===== src/rtl/pipe_stall_ctrl_if.sv =====
// Hazard-unit bundle: decode/execute/memory stage hazard inputs and the
// stall, flush and HI/LO busy outputs.
interface pipe_stall_ctrl_if;
  logic       IntExcReq;
  logic [4:0] D_RsAddr;
  logic [4:0] D_RtAddr;
  logic [1:0] D_TuseRs;
  logic [1:0] D_TuseRt;
  logic       D_IsMD;
  logic [4:0] E_WriteAddr;
  logic       E_RegWrite;
  logic [1:0] E_Tnew;
  logic [4:0] M_WriteAddr;
  logic       M_RegWrite;
  logic [1:0] M_Tnew;
  logic       E_MDStart;
  logic       E_MDOp;
  logic       Stall;
  logic       FlushDE;
  logic       MDBusy;
  logic [3:0] MDCount;

  // master: the pipeline that presents stage info and consumes stall/flush
  modport master (
    output IntExcReq, D_RsAddr, D_RtAddr, D_TuseRs, D_TuseRt, D_IsMD,
           E_WriteAddr, E_RegWrite, E_Tnew, M_WriteAddr, M_RegWrite, M_Tnew,
           E_MDStart, E_MDOp,
    input  Stall, FlushDE, MDBusy, MDCount
  );

  modport slave (
    input  IntExcReq, D_RsAddr, D_RtAddr, D_TuseRs, D_TuseRt, D_IsMD,
           E_WriteAddr, E_RegWrite, E_Tnew, M_WriteAddr, M_RegWrite, M_Tnew,
           E_MDStart, E_MDOp,
    output Stall, FlushDE, MDBusy, MDCount
  );
endinterface


===== src/rtl/pipe_stall_ctrl.sv =====
// Pipeline stall/flush controller: Tuse/Tnew register hazards plus a
// HI/LO busy tracker that holds off MD instructions while mult/div runs.
//
//   state | meaning
//   ------+-----------------------------------------------------
//   IDLE  | HI/LO unit free, MDCount held at 0
//   BUSY  | mult/div in flight, MDCount counts remaining cycles
module pipe_stall_ctrl (
  input logic              clk,
  input logic              reset,
  pipe_stall_ctrl_if.slave bus
);

  typedef enum logic {IDLE = 1'b0, BUSY = 1'b1} state_t;

  localparam logic [3:0] MULT_CYCLES = 4'd5;
  localparam logic [3:0] DIV_CYCLES  = 4'd10;

  state_t     state, state_nxt;
  logic [3:0] count, count_nxt;
  logic       rs_haz, rt_haz, md_haz;
  logic       md_busy;

  assign md_busy = (state == BUSY);

  // A producer only stalls D if its result arrives later than D needs it.
  assign rs_haz = (bus.D_RsAddr != 5'd0) && (bus.D_TuseRs != 2'd3) &&
                  ((bus.E_RegWrite && (bus.E_WriteAddr == bus.D_RsAddr) &&
                    (bus.E_Tnew > bus.D_TuseRs)) ||
                   (bus.M_RegWrite && (bus.M_WriteAddr == bus.D_RsAddr) &&
                    (bus.M_Tnew > bus.D_TuseRs)));

  assign rt_haz = (bus.D_RtAddr != 5'd0) && (bus.D_TuseRt != 2'd3) &&
                  ((bus.E_RegWrite && (bus.E_WriteAddr == bus.D_RtAddr) &&
                    (bus.E_Tnew > bus.D_TuseRt)) ||
                   (bus.M_RegWrite && (bus.M_WriteAddr == bus.D_RtAddr) &&
                    (bus.M_Tnew > bus.D_TuseRt)));

  assign md_haz = bus.D_IsMD && (md_busy || bus.E_MDStart);

  assign bus.Stall   = (rs_haz || rt_haz || md_haz) && !bus.IntExcReq;
  assign bus.FlushDE = bus.Stall || bus.IntExcReq;
  assign bus.MDBusy  = md_busy;
  assign bus.MDCount = count;

  always_ff @(posedge clk or posedge reset) begin
    if (reset) begin
      state <= IDLE;
      count <= 4'd0;
    end else begin
      state <= state_nxt;
      count <= count_nxt;
    end
  end

  always_comb begin
    state_nxt = state;
    count_nxt = count;
    case (state)
      IDLE: begin
        count_nxt = 4'd0;
        // An exception in the start cycle squashes the mult/div itself.
        if (bus.E_MDStart && !bus.IntExcReq) begin
          state_nxt = BUSY;
          count_nxt = bus.E_MDOp ? DIV_CYCLES : MULT_CYCLES;
        end
      end
      BUSY: begin
        if (count <= 4'd1) begin
          state_nxt = IDLE;
          count_nxt = 4'd0;
        end else begin
          count_nxt = count - 4'd1;
        end
      end
      default: begin
        state_nxt = IDLE;
        count_nxt = 4'd0;
      end
    endcase
  end

endmodule


===== src/flat_wrapper.sv =====
// flat-port wrapper written by rule: the top's interface ports become plain ports
module pipe_stall_ctrl_flat 
  (clk, reset, bus_IntExcReq, bus_D_RsAddr, bus_D_RtAddr, bus_D_TuseRs, bus_D_TuseRt, bus_D_IsMD, bus_E_WriteAddr, bus_E_RegWrite, bus_E_Tnew, bus_M_WriteAddr, bus_M_RegWrite, bus_M_Tnew, bus_E_MDStart, bus_E_MDOp, bus_Stall, bus_FlushDE, bus_MDBusy, bus_MDCount);
  pipe_stall_ctrl_if bus_i ();
  input logic clk;
  input logic reset;
  input wire logic [$bits(bus_i.IntExcReq)-1:0] bus_IntExcReq;
  input wire logic [$bits(bus_i.D_RsAddr)-1:0] bus_D_RsAddr;
  input wire logic [$bits(bus_i.D_RtAddr)-1:0] bus_D_RtAddr;
  input wire logic [$bits(bus_i.D_TuseRs)-1:0] bus_D_TuseRs;
  input wire logic [$bits(bus_i.D_TuseRt)-1:0] bus_D_TuseRt;
  input wire logic [$bits(bus_i.D_IsMD)-1:0] bus_D_IsMD;
  input wire logic [$bits(bus_i.E_WriteAddr)-1:0] bus_E_WriteAddr;
  input wire logic [$bits(bus_i.E_RegWrite)-1:0] bus_E_RegWrite;
  input wire logic [$bits(bus_i.E_Tnew)-1:0] bus_E_Tnew;
  input wire logic [$bits(bus_i.M_WriteAddr)-1:0] bus_M_WriteAddr;
  input wire logic [$bits(bus_i.M_RegWrite)-1:0] bus_M_RegWrite;
  input wire logic [$bits(bus_i.M_Tnew)-1:0] bus_M_Tnew;
  input wire logic [$bits(bus_i.E_MDStart)-1:0] bus_E_MDStart;
  input wire logic [$bits(bus_i.E_MDOp)-1:0] bus_E_MDOp;
  output wire logic [$bits(bus_i.Stall)-1:0] bus_Stall;
  output wire logic [$bits(bus_i.FlushDE)-1:0] bus_FlushDE;
  output wire logic [$bits(bus_i.MDBusy)-1:0] bus_MDBusy;
  output wire logic [$bits(bus_i.MDCount)-1:0] bus_MDCount;
  assign bus_i.IntExcReq = bus_IntExcReq;
  assign bus_i.D_RsAddr = bus_D_RsAddr;
  assign bus_i.D_RtAddr = bus_D_RtAddr;
  assign bus_i.D_TuseRs = bus_D_TuseRs;
  assign bus_i.D_TuseRt = bus_D_TuseRt;
  assign bus_i.D_IsMD = bus_D_IsMD;
  assign bus_i.E_WriteAddr = bus_E_WriteAddr;
  assign bus_i.E_RegWrite = bus_E_RegWrite;
  assign bus_i.E_Tnew = bus_E_Tnew;
  assign bus_i.M_WriteAddr = bus_M_WriteAddr;
  assign bus_i.M_RegWrite = bus_M_RegWrite;
  assign bus_i.M_Tnew = bus_M_Tnew;
  assign bus_i.E_MDStart = bus_E_MDStart;
  assign bus_i.E_MDOp = bus_E_MDOp;
  assign bus_Stall = bus_i.Stall;
  assign bus_FlushDE = bus_i.FlushDE;
  assign bus_MDBusy = bus_i.MDBusy;
  assign bus_MDCount = bus_i.MDCount;
  pipe_stall_ctrl u_core (.clk(clk), .reset(reset), .bus(bus_i));
endmodule

===== config.mk =====
export PLATFORM = sky130hd
export DESIGN_NAME = pipe_stall_ctrl_flat
export DESIGN_NICKNAME = d
export VERILOG_FILES = /design/src/rtl/pipe_stall_ctrl_if.sv /design/src/rtl/pipe_stall_ctrl.sv /design/src/flat_wrapper.sv
export SDC_FILE = /design/constraint.sdc
export NUM_CORES = 1
export LEC_CHECK = 0
export BUFFER_PORTS_ARGS = -buffer_cell sky130_fd_sc_hd__buf_2
export CAP_MARGIN = 0
export CORE_MARGIN = 2
export CORE_UTILIZATION = 42
export DETAILED_ROUTE_END_ITERATION = 10
export PLACE_DENSITY = 0.78
export SLEW_MARGIN = 5
export SYNTH_ARGS = -nofsm -noshare
export SYNTH_HDL_FRONTEND = slang
export SYNTH_SLANG_ARGS = --single-unit

===== constraint.sdc =====
create_clock -name clk -period 1.6 [get_ports clk]
set_input_delay 0.16 -clock clk [delete_from_list [all_inputs] [get_ports clk]]
set_output_delay 0.16 -clock clk [all_outputs]
set_load 0.02 [all_outputs]

==> results.txt <==
status: complete, but fails checks
failing checks: setup timing
Finished Core Util: 80.4%
crit end category: output pin
max_slew headroom: 81.4%
DR vias/cell: 5.44
wire per inst: 14.8 um
flops & latches, synth: 5
grt total ovfl: 0
vias in the first global route: 786
reg2reg start: u_core.bus.MDCount[0]
antenna violations before repair: 0
share of layout cells above drive strength 1: 52.5%
Core ar.: 1540 um2
Nets: 186
area of the mapped netlist: 711 um2
antenna cells: 0
total CTS buffers: 3
setup slack, reg-to-reg: 0.25 ns
final setup vio count: 1
Area after DPL: 948 um2
Net Count, Synth: 137
Clock Sinks: 5
final hold viol count: 0
DR iter-0 viols: 13
Max Root-Sink Buffers: 2
Post-synth EDFFs: 0
Max IR drop VDD: 0.937 mV
clk_lat worst skew: 0.25 ns
Critical Path RT: 1.44 ns
max-cap violations: 0
Leak Pwr: 0.000536 uW
hold crit path type: primary input to flip-flop
synthesized area per cell: 7.81 um2
share of the clock period used by the worst path: 105%
Initial Utilization: 46.1%
Routed Antenna Nets: 0
PD cells: 818 nW/um2
Largest stage delay, worst path: 0.29 ns
hold path depth: 2
ys flop type: dfrtp_1
Post-Route WL: 2290 um
largest net degree at the start of global routing: 6
vias post-DR: 843
Die Area: 2040 um2
Syn Inst Count: 91
DP HPWL: 1640 um
worst path bufs/invs: 3
min Tclk post-route: 1.68 ns
critical path peak fanout: 2
Rows: 14
Synth cell types: 19
first-pass GRT wire length: 3170 um
CTS tree: yes
hold slack final: 0.129 ns
crit path DAT: 1.52 ns
worst reg-to-reg path cell count: 6
Clock transition at path regs: 0.05 ns
Yosys warning total: 0
critical path class: primary input to output pin
Die H: 45.1 um
Die X-Extent: 45.1 um
slowest stage cell, crit path: nor4_2
FILL cells: 102
HP Start: bus_E_MDOp
CP Launch Type: primary input
ys async rst share: 100%
final instance area: 1240 um2
Root Buffer: clkbuf_4
DRC: 0
clk_skew: 0.00800 ns
Slew @ Worst Pin: 0.278 ns
RSZ-0062 raised after global routing: yes
sequential share of the synthesized area: 17.6%
GPL Wtd Cong: 0.918
port bufs: 42
post-CTS setup buffers: 0
io pins: 43
P&R area growth vs syn: 74.5%
reg-to-reg critical path endpoint: u_core.bus.MDCount[1]
GRT Total Usage: 21.7%
Worst Hold Path EP: u_core.bus.MDCount[2]
drt first pass iters: 4
worst-path cell chain: buf_8 -> inv_8 -> ha_4 -> nand2_2 -> nand3_2 -> nor4_2 -> o221ai_1 -> a31oi_1 -> buf_4
fin worst setup slack: -0.0833 ns
Max Freq: 0.594 GHz
CP delay by family, top: simple AND/OR/NAND/NOR gates
htree depth: 1
Final Slew Violations: 0
==> how the worst max path moves through the flow <==
stage	startpoint	endpoint	cells after the start
final	bus_D_TuseRt[1]	bus_Stall	9
after global routing	bus_D_TuseRt[1]	bus_Stall	9
after CTS	bus_M_Tnew[0]	bus_Stall	9
after detailed placement	bus_D_TuseRt[1]	bus_Stall	8
after global placement	bus_D_TuseRt[1]	bus_Stall	8
after floorplan	bus_D_TuseRt[1]	bus_Stall	6
==> registers in the layout, indices dropped and copies added, names as in the netlist <==
| register | flops |
|---|---|
| u_core.bus.MDBusy | 1 |
| u_core.bus.MDCount | 4 |
==> layout make-up <==
type | count | area (um2) | share of cell area (%)
Timing Repair Buffer | 44 | 280 | 22.6
Sequential cell | 5 | 125 | 10.1
Inverter | 13 | 68.8 | 5.55
Tap cell | 16 | 20.0 | 1.61
Clock buffer | 4 | 26.3 | 2.12
Multi-Input combinational cell | 73 | 719 | 58.0
==> synthesized netlist by cell type (2+ instances only) <==
cell type	n	area share [%]
a21oi_1	4	2.8
dfrtp_1	5	18
ha_1	10	18
inv_1	13	6.9
nand2_1	9	4.8
nand3_1	9	6.3
nor4_1	4	3.5
o21ai_0	5	3.5
o221ai_1	2	2.5
or4_1	2	2.1
xnor2_1	17	21
xor2_1	4	4.9
==> per-layer routing <==
layer | share of wire (%) | global-route usage [%] | vias up
met3 | 6.1 | 6.00 | 4
met4 | 1.1 | 5.88 | 0
met1 | 41 | 25.8 | 387
met5 | 0 | 0 | -
li1 | - | - | 416
met2 | 52 | 38.0 | 36
==> through the flow <==
| step | power [uW] | instances | setup WS [ns] | TNS, ns |
|---|---|---|---|---|
| 6_report | 1010 | 155 | -0.0833 | -0.0833 |
| 5_1_grt | 1080 | 155 | -0.0993 | -0.122 |
| 4_1_cts | 952 | 155 | -0.0343 | -0.0343 |
| 3_5_place_dp | 754 | 150 | -0.108 | -0.112 |
| 3_3_place_gp | 740 | 150 | -0.0564 | -0.0564 |
| 2_1_floorplan | 545 | 91 | 0.0866 | 0 |
==> worst register-to-register path, stage by stage, from the launching register on <==
cell and delay, ns:
dfrtp_1 0.42, inv_1 0.07, ha_1 0.22, nor2_1 0.12
o31ai_1 0.07, buf_4 0.15, o21ai_0 0.20
==> timing repair <==
item	4_1_cts	5_1_grt
resized for setup	27	25
setup endpoints to repair	2	2
hold buffers	1	0
endpoints found under the hold margin	5	0
pin swaps	18	14
==> power by group <==
| group | total, uW | internal [uW] | switching [uW] |
|---|---|---|---|
| logic | 622 | 277 | 345 |
| registers | 244 | 181 | 63.9 |
| clock network | 149 | 94.5 | 54.4 |
==> cell families after synthesis <==
family	after synthesis	synth area share, %
and+or+nand+nor	28	20.4
xor gates and xnor gates	21	25.9
AOI/OAI and AO/OA	14	11.6
buffers and inverters	13	6.87
adders and majority gates	10	17.6
DFF	5	17.6
==> layout by cell type (no fill, tap or decap), drive strengths merged <==
master	n
o221ai	2
a21oi	4
nand4b	1
xnor2	17
nor3	1
nor4	4
xor2	4
or3b	1
nand2	9
nor2	1
o31ai	1
dfrtp	5
a31oi	1
dlygate4sd3	1
ha	10
o22ai	1
clkbuf	4
or4	2
nand3	9
inv	13
o21ai	5
buf	43
(Power assumes the default switching activity.)
